--- config.mk ---
export PLATFORM = sky130hd
export DESIGN_NAME = rgb2y_stream_flat
export DESIGN_NICKNAME = d
export VERILOG_FILES = /design/src/rtl/rgb2y_stream_if.sv /design/src/rtl/rgb2y_stream.sv /design/src/flat_wrapper.sv
export SDC_FILE = /design/constraint.sdc
export NUM_CORES = 1
export LEC_CHECK = 0
export CAP_MARGIN = 25
export CORE_AREA = 2 2 164 166
export DETAILED_ROUTE_END_ITERATION = 6
export DIE_AREA = 0 0 166 168
export DONT_BUFFER_PORTS = 1
export PLACE_DENSITY = 0.43
export SETUP_SLACK_MARGIN = 0.1
export SLEW_MARGIN = 25
export SYNTH_ARGS = -nofsm -noshare
export SYNTH_HDL_FRONTEND = slang
export SYNTH_SLANG_ARGS = --single-unit
--- constraint.sdc ---
create_clock -name clk -period 3.4 [get_ports clk]
set_clock_uncertainty 0.1 [all_clocks]
set_input_delay 0.17 -clock clk [delete_from_list [all_inputs] [get_ports clk]]
set_output_delay 0.17 -clock clk [all_outputs]
set_load 0.02 [all_outputs]
--- src/rtl/rgb2y_stream_if.sv ---
// Pixel stream bundle for rgb2y_stream: RGB888 input side and luma output side.
interface rgb2y_stream_if;
  logic        din_valid;
  logic [23:0] din;
  logic        din_sof;
  logic [7:0]  dout;
  logic        dout_valid;
  logic        dout_sof;
  logic        dout_eol;
  logic        dout_eof;

  // Converter side: consumes RGB pixels, produces luma pixels with frame flags
  modport slave (
    input  din_valid, din, din_sof,
    output dout, dout_valid, dout_sof, dout_eol, dout_eof
  );

  // Environment side: drives RGB pixels, observes luma pixels
  modport master (
    output din_valid, din, din_sof,
    input  dout, dout_valid, dout_sof, dout_eol, dout_eof
  );
endinterface

--- src/rtl/rgb2y_stream.sv ---
// rgb2y_stream: converts an RGB888 pixel stream to 8-bit BT.601 luma through a
// fixed 3-stage pipeline, tracks frame position from din_sof, tags each pixel
// with sof/eol/eof and keeps a sticky framing-error flag.
module rgb2y_stream #(
  parameter int WIDTH  = 640,
  parameter int HEIGHT = 480
) (
  input  logic          clk,
  input  logic          nrst,
  rgb2y_stream_if.slave pix,
  input  logic          err_clr,
  output logic          frame_err
);

  localparam logic [9:0] HLAST = 10'(WIDTH - 1);
  localparam logic [8:0] VLAST = 9'(HEIGHT - 1);

  typedef enum logic {
    IDLE,
    ACTIVE
  } state_e;

  state_e      state_q;
  logic [9:0]  h_cnt_q;
  logic [8:0]  v_cnt_q;
  logic        frame_err_q;

  logic        accept;
  logic        err_set;
  logic [9:0]  pos_h;
  logic [8:0]  pos_v;
  logic        pos_eol;
  logic        pos_eof;

  logic [15:0] prod_r_d;
  logic [15:0] prod_g_d;
  logic [15:0] prod_b_d;
  logic [16:0] sum_d;

  logic [15:0] prod_r_q;
  logic [15:0] prod_g_q;
  logic [15:0] prod_b_q;
  logic        s1_valid_q;
  logic        s1_sof_q;
  logic        s1_eol_q;
  logic        s1_eof_q;

  logic [16:0] sum_q;
  logic        s2_valid_q;
  logic        s2_sof_q;
  logic        s2_eol_q;
  logic        s2_eof_q;

  logic [7:0]  dout_q;
  logic        dout_valid_q;
  logic        dout_sof_q;
  logic        dout_eol_q;
  logic        dout_eof_q;

  // Decide whether the incoming pixel enters the pipeline and where it lands in the frame;
  // a start-of-frame pixel always sits at (0,0) regardless of the running counters
  always_comb begin
    accept  = pix.din_valid & (pix.din_sof | (state_q == ACTIVE));
    err_set = pix.din_valid & (pix.din_sof ? (state_q == ACTIVE) : (state_q == IDLE));
    pos_h   = pix.din_sof ? 10'd0 : h_cnt_q;
    pos_v   = pix.din_sof ? 9'd0 : v_cnt_q;
    pos_eol = (pos_h == HLAST);
    pos_eof = pos_eol & (pos_v == VLAST);
  end

  // Frame-position FSM: advances h/v on every accepted pixel and owns the sticky error flag
  always_ff @(posedge clk or negedge nrst) begin
    if (!nrst) begin
      state_q     <= IDLE;
      h_cnt_q     <= 10'd0;
      v_cnt_q     <= 9'd0;
      frame_err_q <= 1'b0;
    end else begin
      if (err_set) begin
        frame_err_q <= 1'b1;
      end else if (err_clr) begin
        frame_err_q <= 1'b0;
      end
      if (accept) begin
        if (pos_eof) begin
          h_cnt_q <= 10'd0;
          v_cnt_q <= 9'd0;
          state_q <= IDLE;
        end else if (pos_eol) begin
          h_cnt_q <= 10'd0;
          v_cnt_q <= pos_v + 9'd1;
          state_q <= ACTIVE;
        end else begin
          h_cnt_q <= pos_h + 10'd1;
          v_cnt_q <= pos_v;
          state_q <= ACTIVE;
        end
      end
    end
  end

  // Luma coefficient products and rounded sum; the sum never exceeds 65408 so bit 16 stays clear
  always_comb begin
    prod_r_d = 16'(pix.din[23:16]) * 16'd77;
    prod_g_d = 16'(pix.din[15:8]) * 16'd150;
    prod_b_d = 16'(pix.din[7:0]) * 16'd29;
    sum_d    = 17'(prod_r_q) + 17'(prod_g_q) + 17'(prod_b_q) + 17'd128;
  end

  // Stage 1: capture products and the position flags of the accepted pixel
  always_ff @(posedge clk or negedge nrst) begin
    if (!nrst) begin
      prod_r_q   <= 16'd0;
      prod_g_q   <= 16'd0;
      prod_b_q   <= 16'd0;
      s1_valid_q <= 1'b0;
      s1_sof_q   <= 1'b0;
      s1_eol_q   <= 1'b0;
      s1_eof_q   <= 1'b0;
    end else begin
      s1_valid_q <= accept;
      s1_sof_q   <= accept & pix.din_sof;
      s1_eol_q   <= accept & pos_eol;
      s1_eof_q   <= accept & pos_eof;
      if (accept) begin
        prod_r_q <= prod_r_d;
        prod_g_q <= prod_g_d;
        prod_b_q <= prod_b_d;
      end
    end
  end

  // Stage 2: capture the rounded weighted sum
  always_ff @(posedge clk or negedge nrst) begin
    if (!nrst) begin
      sum_q      <= 17'd0;
      s2_valid_q <= 1'b0;
      s2_sof_q   <= 1'b0;
      s2_eol_q   <= 1'b0;
      s2_eof_q   <= 1'b0;
    end else begin
      s2_valid_q <= s1_valid_q;
      s2_sof_q   <= s1_sof_q;
      s2_eol_q   <= s1_eol_q;
      s2_eof_q   <= s1_eof_q;
      if (s1_valid_q) begin
        sum_q <= sum_d;
      end
    end
  end

  // Stage 3: output register; luma only updates on valid pixels so it holds across bubbles
  always_ff @(posedge clk or negedge nrst) begin
    if (!nrst) begin
      dout_q       <= 8'd0;
      dout_valid_q <= 1'b0;
      dout_sof_q   <= 1'b0;
      dout_eol_q   <= 1'b0;
      dout_eof_q   <= 1'b0;
    end else begin
      dout_valid_q <= s2_valid_q;
      dout_sof_q   <= s2_sof_q;
      dout_eol_q   <= s2_eol_q;
      dout_eof_q   <= s2_eof_q;
      if (s2_valid_q) begin
        dout_q <= 8'(sum_q >> 8);
      end
    end
  end

  assign pix.dout       = dout_q;
  assign pix.dout_valid = dout_valid_q;
  assign pix.dout_sof   = dout_sof_q;
  assign pix.dout_eol   = dout_eol_q;
  assign pix.dout_eof   = dout_eof_q;
  assign frame_err      = frame_err_q;

endmodule

--- src/flat_wrapper.sv ---
// flat-port wrapper written by rule: the top's interface ports become plain ports
module rgb2y_stream_flat 
#(
  parameter int WIDTH  = 640,
  parameter int HEIGHT = 480
)
  (clk, nrst, err_clr, frame_err, pix_din_valid, pix_din, pix_din_sof, pix_dout, pix_dout_valid, pix_dout_sof, pix_dout_eol, pix_dout_eof);
  rgb2y_stream_if pix_i ();
  input  logic clk;
  input  logic nrst;
  input  logic err_clr;
  output logic frame_err;
  input wire logic [$bits(pix_i.din_valid)-1:0] pix_din_valid;
  input wire logic [$bits(pix_i.din)-1:0] pix_din;
  input wire logic [$bits(pix_i.din_sof)-1:0] pix_din_sof;
  output wire logic [$bits(pix_i.dout)-1:0] pix_dout;
  output wire logic [$bits(pix_i.dout_valid)-1:0] pix_dout_valid;
  output wire logic [$bits(pix_i.dout_sof)-1:0] pix_dout_sof;
  output wire logic [$bits(pix_i.dout_eol)-1:0] pix_dout_eol;
  output wire logic [$bits(pix_i.dout_eof)-1:0] pix_dout_eof;
  assign pix_i.din_valid = pix_din_valid;
  assign pix_i.din = pix_din;
  assign pix_i.din_sof = pix_din_sof;
  assign pix_dout = pix_i.dout;
  assign pix_dout_valid = pix_i.dout_valid;
  assign pix_dout_sof = pix_i.dout_sof;
  assign pix_dout_eol = pix_i.dout_eol;
  assign pix_dout_eof = pix_i.dout_eof;
  rgb2y_stream #(.WIDTH(WIDTH), .HEIGHT(HEIGHT)) u_core (.clk(clk), .nrst(nrst), .pix(pix_i), .err_clr(err_clr), .frame_err(frame_err));
endmodule
Word-level counts from Yosys, hierarchy flattened
Cells that the tools add are included.
- add/subtract/negate cells: 5
- multiply operators: 3
- eq/ne operators: 2
- mux-type cells: 10
- bitwise logic cells: 8
- reductions and logical operators: 1
- operators with widths (operator ; count):
    $mul A8 B7 Y15 const B ; 2
    $mux W10 ; 3
    $mux W9 ; 3
    $add A15 B16 Y16 ; 1
    $add A16 B13 Y16 ; 1
    $add A16 B8 Y16 const B ; 1
    $mul A8 B5 Y13 const B ; 1
    $add A10 B1 Y10 const B ; 1
    $eq A10 B10 Y1 const B ; 1
    $add A9 B1 Y9 const B ; 1
    $eq A9 B9 Y1 const B ; 1
    $and A1 B1 Y1 ; 6
    $mux W1 ; 4
    $reduce_bool A2 Y1 ; 1
    $not A1 Y1 ; 1
    $or A1 B1 Y1 ; 1
- bits in registers: 100
- bits of input ports: 29
- output and inout port bits: 13
- logic and storage cells: 50

Depth between registers and ports, before layout
Gate-level depths: netlist (run 1).
- word-level depth: 4
- mapped depth: 14
- mapped depth without buffers: 14

Least setup slack after synthesis (run 1)
No wires, ideal clock.
- kind: input -> register
- start: input pix_din[12]
- end: register u_core.prod_g_q[14]
- setup time: 0.132 ns
- data arrival time: 2.930 ns
- required time: 3.168 ns
- setup slack: 0.239 ns
- stages: 12
- buffers on the path: 0
- path through: ha_1 -> ha_1 -> inv_1 -> fa_1 -> fa_1 -> inv_1 -> ha_1 -> a21oi_1 -> o21ai_0 -> a31oi_1 -> a2111oi_0 -> or3b_1
- longest elaborated chain between the ends: 1
- ends and longest elaborated chain (element ; RTL line ; RTL):
    start: declaration ; flat_wrapper.sv:14 ; input wire logic [$bits(pix_i.din)-1:0] pix_din;
    $mul A8 B7 Y15 ; rgb2y_stream.sv:105 ; prod_g_d = 16'(pix.din[15:8]) * 16'd150;
    end signal: assignment ; rgb2y_stream.sv:127 ; prod_g_q <= prod_g_d;
    end: declaration ; rgb2y_stream.sv:41 ; logic [15:0] prod_g_q;
No other way between the ends.
A chain may end at the register's enable or synchronous reset.

Worst setup path after layout (run 1)
- start: register u_core.prod_b_q[4]
- end: register u_core.sum_q[12]
- longest elaborated chain between the ends: 2
- ends and longest elaborated chain (element ; RTL line ; RTL):
    start: declaration ; rgb2y_stream.sv:42 ; logic [15:0] prod_b_q;
    start signal: assignment ; rgb2y_stream.sv:128 ; prod_b_q <= prod_b_d;
    $add A16 B13 Y16 ; rgb2y_stream.sv:107 ; sum_d = 17'(prod_r_q) + 17'(prod_g_q) + 17'(prod_b_q) + 17'd128;
    $add A16 B8 Y16 ; rgb2y_stream.sv:107 ;
    end signal: assignment ; rgb2y_stream.sv:147 ; sum_q <= sum_d;
    end: declaration ; rgb2y_stream.sv:48 ; logic [16:0] sum_q;
No other way between the ends.

==> results of run 1 <==
[cell usage in the layout, fill, tap and decap left out, types with 6 or more instances in the layout]
cell,instances
and3_1,7
o21a_1,7
fa_1,38
nor3_1,7
nor2_1,27
nand3_1,21
mux2_2,15
clkbuf_16,9
dlygate4sd3_1,11
buf_4,6
a21oi_1,32
nand2_1,76
a21o_1,10
a211oi_1,8
o31ai_1,10
xor2_1,19
nor2b_1,6
o21ai_0,68
dfrtp_1,92
inv_1,122
ha_1,128
xnor2_1,8
[through the flow]
stage                     cell area, sq um  hold slack [ps]  std cells
final                                 8360             39.7       1140
after global routing                  8360             38.2       1140
after CTS                             8360             26.0       1140
after detailed placement              7920             -215       1112
after global placement                7920             -215       1112
after floorplan                       7500             -226        783
[routing by layer]
metal  GRT usage  vias up  share of wire
met1       0.160     2486           0.51
met2       0.190       52           0.45
met3      0.0252       10          0.028
li1            -     2702              -
met4      0.0299        0         0.0097
met5           0        -              0
[critical path, stage by stage, from the launching register on]
cell and delay (ps):
dfrtp_1 340, inv_1 60, fa_1 520, inv_1 40, ha_1 280, ha_1 310, a21oi_1 190, o221ai_2 170
a311oi_1 310, buf_4 180, o21ai_0 90, xor2_1 160, mux2_2 270
[power breakdown]
part | total [uW] | switching [uW] | leakage [uW] | internal (uW)
Combinational | 3800 | 2070 | 0.00290 | 1730
Sequential | 1610 | 224 | 0.00115 | 1390
Clock | 1050 | 471 | 0.000136 | 576
[final cells by class]
| type | instances | area, sq um | share of cell area |
|---|---|---|---|
| multi-input combinational | 549 | 4670 | 0.559 |
| sequential | 92 | 2300 | 0.275 |
| inverter | 123 | 462 | 0.0552 |
| tap | 341 | 427 | 0.0510 |
| clock buffer | 10 | 229 | 0.0274 |
| timing repair buffer | 19 | 203 | 0.0242 |
| clock inverter | 6 | 70.1 | 0.00838 |
[timing repair]
item,CTS,global route
setup endpoints to repair,0,3
endpoints found under the hold margin,107,0
gates resized for setup,0,1
hold buffers,12,0
[sequential cells by signal, indices dropped and copies added, names as in the netlist, 8 cells and up]
register	count
u_core.sum_q	8
u_core.prod_r_q	15
u_core.v_cnt_q	9
u_core.pix.dout	8
u_core.prod_g_q	15
u_core.h_cnt_q	10
u_core.prod_b_q	13
[path summary, 6_finish.rpt]
| check | startpoint | slack, ps | to |
|---|---|---|---|
| hold reg to reg | u_core.s2_eof_q | 250 | u_core.pix.dout_eof |
| max in group asynchronous | nrst | 2500 | u_core.prod_g_q[10] |
| hold / removal | pix_din_sof | 40 | u_core.h_cnt_q[2] |
| setup reg to reg | u_core.prod_b_q[4] | 280 | u_core.sum_q[12] |
| setup / recovery | u_core.prod_b_q[4] | 280 | u_core.sum_q[12] |
| min in group asynchronous | nrst | 370 | u_core.prod_b_q[7] |
[logic make-up (layout without fill, tap and decap cells)]
group	after synthesis	count (layout)	share of synthesized area
compound gates	171	171	0.141
simple gates	168	168	0.109
fa+ha+maj	166	166	0.315
buf+inv	142	158	0.0717
flops	92	92	0.307
xor+xnor	27	27	0.0315
mux	17	17	0.0252
==> metrics, run 1 <==
Area Overhead vs Synth 11.5%; Reg2Reg Depth 12; I/O Buffers 0; final setup fails 0; Initial Util 0.285; post-synthesis net count 978; status complete, no violations; leakage 0.00419 uW; ANT nets after route 0; Mapped Area 7500 sq um; critical path class reg2reg; Worst slew margin 0.497; Cell variety after synth 62; GRT Total Usage 0.117; worst-path maximum fanout 4; final critical-path required period 3120 ps; pre-CTS WS 59.8 ps; Remaining DRCs 0; Die ar. 27900 sq um; largest cells by area after synthesis dfrtp_1 (31%), ha_1 (21%), fa_1 (10%), inv_1 (6.1%), o21ai_0 (4.5%); Vias/cell 4.61; width of the die 166 microns; clock buffer depth 2; Yosys top cell area share 0.307; num ports 42; Pwr Density 772 nW/um^2; Worst Setup Slack, final 283 ps; final net count 989; most frequent cells after synthesis ha_1 (128), inv_1 (122), dfrtp_1 (92); layout filler cell count 2732; Ys Warns 0; share of layout cells above drive strength 1 0.0588; Util after Layout 0.317; initial antenna violation count 0; H-Tree Depth 3; Seq/Total Area, Yosys 0.307; Max-Cap Viols 0; Worst Path Arrival 3260 ps; final hold vios 0; CTS tree built; Num CTS Buffers 9; CP required 3540 ps; WHS Path Cells 2; dominant cell type by area after synthesis dfrtp_1; max-slew violation count 0; critical path launch point type flop; RSZ-0062 raised after global routing no; post-CTS setup repair buffer count 0; Worst Hold Class in2reg; Final period util 0.917; worst vdd ir 0.000589 V; number of global-route vias before repair 5374; Tightest Pin Transition 753 ps; register bit total from synthesis 92; core area 26400 sq um; syn_area_per_cell 9.58 sq um; final setup TNS 0 ps; Pwr Total 6460 uW; 1st-iter DRT viols 207; routed via count 5250; DR WL/cell 13.8 microns; fmax 0.321 GHz; # diodes 0; first-pass GRT wire length 26900 microns; clock transition at the registers of the reported paths 70 ps; EDFF count, synth 0; Async SR Flop Fraction 1.00; row cnt 60; drt first pass iters 4; Synth Instances 783; gp weighted congestion 0.750; worst skew pair latency 360 ps; most frequent cell after synthesis ha_1; Post-synth top flop dfrtp_1; largest net degree at the start of global routing 93; GR Overflow Total 0; total routed wirelength 15700 microns; CP endpoint kind flop; Die H 168 microns; CTS Sinks 92; clock tree root driver cell clkbuf_16; dpl hpwl 12200 microns
Note: power is estimated with default switching activity, not from simulation.
==> run 2, diff against run 1 <==
--- a/config.mk
+++ b/config.mk
@@ -6,11 +6,11 @@
 export NUM_CORES = 1
 export LEC_CHECK = 0
 export CAP_MARGIN = 25
-export CORE_AREA = 2 2 164 166
+export CORE_AREA = 2 2 162 164
 export DETAILED_ROUTE_END_ITERATION = 6
-export DIE_AREA = 0 0 166 168
+export DIE_AREA = 0 0 164 166
 export DONT_BUFFER_PORTS = 1
-export PLACE_DENSITY = 0.43
+export PLACE_DENSITY = 0.44
 export SETUP_SLACK_MARGIN = 0.1
 export SLEW_MARGIN = 25
 export SYNTH_ARGS = -nofsm -noshare
==> run 2 against run 1 <==
  * Design area increased by 0.19%
  * Clock power increased by 7%
  * First-iteration DRC count increased by 3.4%
  * Total power increased by 0.94%
  * Die area decreased by 2.4%
  * Non-clock buffer count decreased by 2
  * Combinational power about the same
  * Sequential share of layout area decreased by 0.053 points
  * Setup slack improved by 38 ps
  * Sequential cell count unchanged
  * Hold slack got worse by 12 ps
==> metrics, run 2 (synthesis gave the netlist of run 1 again) <==
Initial Util 0.293; Remaining DRCs 0; Pwr Density 778 nW/um^2; drt first pass iters 6; clock transition at the registers of the reported paths 70 ps; share of layout cells above drive strength 1 0.0590; num ports 42; largest net degree at the start of global routing 93; ANT nets after route 0; Final period util 0.906; WL met3 375 microns; Hold WS 28.0 ps; final critical-path required period 3080 ps; Worst slew margin 0.553; critical path launch point type flop; Area Overhead vs Synth 11.7%; initial antenna violation count 0; I/O Buffers 0; Util after Layout 0.327; DR WL/cell 13.7 microns; gp weighted congestion 0.735; worst vdd ir 0.000561 V; clock buffer depth 2; wl on met1 7820 microns; critical path class reg2reg; Vias/cell 4.62; status complete, no violations; CP required 3540 ps; core area 25600 sq um; most frequent cells in the layout ha_1 (128), inv_1 (122), dfrtp_1 (92); clock tree root driver cell clkbuf_16; final setup fails 0; Die H 166 microns; CTS tree built; Reg area 2300 sq um; area of the multi-input gates 4680 sq um; worst skew pair latency 350 ps; commonest non-fill, non-tap cell in the layout ha_1; biggest regs u_core.prod_g_q (15), u_core.prod_r_q (15), u_core.prod_b_q (13); met2 WL post-DR 7090 microns; routed via count 5225; Num CTS Buffers 9; max-slew violation count 0; final net count 987; final hold vios 0; 1st-iter DRT viols 214; Worst Hold Class in2reg; post-CTS setup repair buffer count 0; fmax 0.325 GHz; RSZ-0062 raised after global routing no; CTS Sinks 92; CP endpoint kind flop; GR Overflow Total 0; first-pass GRT wire length 26600 microns; total routed wirelength 15500 microns; final setup TNS 0 ps; highest routed layer met4; width of the die 164 microns; worst-path maximum fanout 4; number of global-route vias before repair 5314; layout filler cell count 2635; leakage 0.00420 uW; H-Tree Depth 3; GRT Total Usage 0.122; # diodes 0; row cnt 59; Max-Cap Viols 0; Tightest Pin Transition 662 ps; Die ar. 27200 sq um; dpl hpwl 11900 microns; Worst Path Arrival 3220 ps
==> run 2: area by class of cell <==
cell class / count / share of cell area
Multi-Input combinational cell: 549 / 0.558
Sequential cell: 92 / 0.275
Inverter: 123 / 0.0551
Tap cell: 335 / 0.0500
Clock buffer: 10 / 0.0285
Timing Repair Buffer: 17 / 0.0224
Clock inverter: 6 / 0.0113
==> run 2: report_power, final <==
group	total (uW)	internal [uW]	switching, uW	leakage (uW)
Combinational	3790	1730	2060	0.00289
Clock	1120	671	451	0.000163
Sequential	1610	1390	221	0.00115
==> run 2: critical path: stages (launching register included) <==
cell	delay [ps]
dfrtp_1	340
inv_1	60
fa_1	530
inv_1	40
ha_1	280
ha_1	320
a21oi_2	160
o221ai_2	160
a311oi_1	300
buf_4	180
o21ai_0	90
xor2_1	160
mux2_2	270
==> run 2: layer usage <==
layer	global-route usage	vias up
met3	0.0257	10
met4	0.0286	0
met2	0.198	43
met1	0.165	2474
met5	0	-
li1	-	2698
==> run 2: final timing paths <==
check	depth (start not counted)	endpoint	slack, ps	startpoint
worst max-delay path	12	u_core.sum_q[12]	320	u_core.prod_b_q[4]
worst min-delay path	2	u_core.h_cnt_q[2]	30	pix_din_sof
worst max register to register	12	u_core.sum_q[12]	320	u_core.prod_b_q[4]
worst min register to register	0	u_core.pix.dout_eof	250	u_core.s2_eof_q
max in group asynchronous	2	u_core.pix.dout[1]	2480	nrst
min in group asynchronous	2	u_core.prod_b_q[7]	350	nrst
==> run 2: metrics by stage <==
stage	total power (uW)	cell area [sq um]	std cells	worst slack [ps]
5_1_grt	7280	8380	1132	107
3_5_place_dp	5410	7900	1104	53.4
2_1_floorplan	4470	7500	783	239
3_3_place_gp	5410	7900	1104	114
4_1_cts	6630	8370	1132	221
6_report	6520	8380	1132	321
==> run 2: repair_timing <==
action	in CTS	in global routing
endpoints found under the setup margin	0	3
hold buffers	12	0
endpoints found under the hold margin	107	0
gates resized for setup	0	2
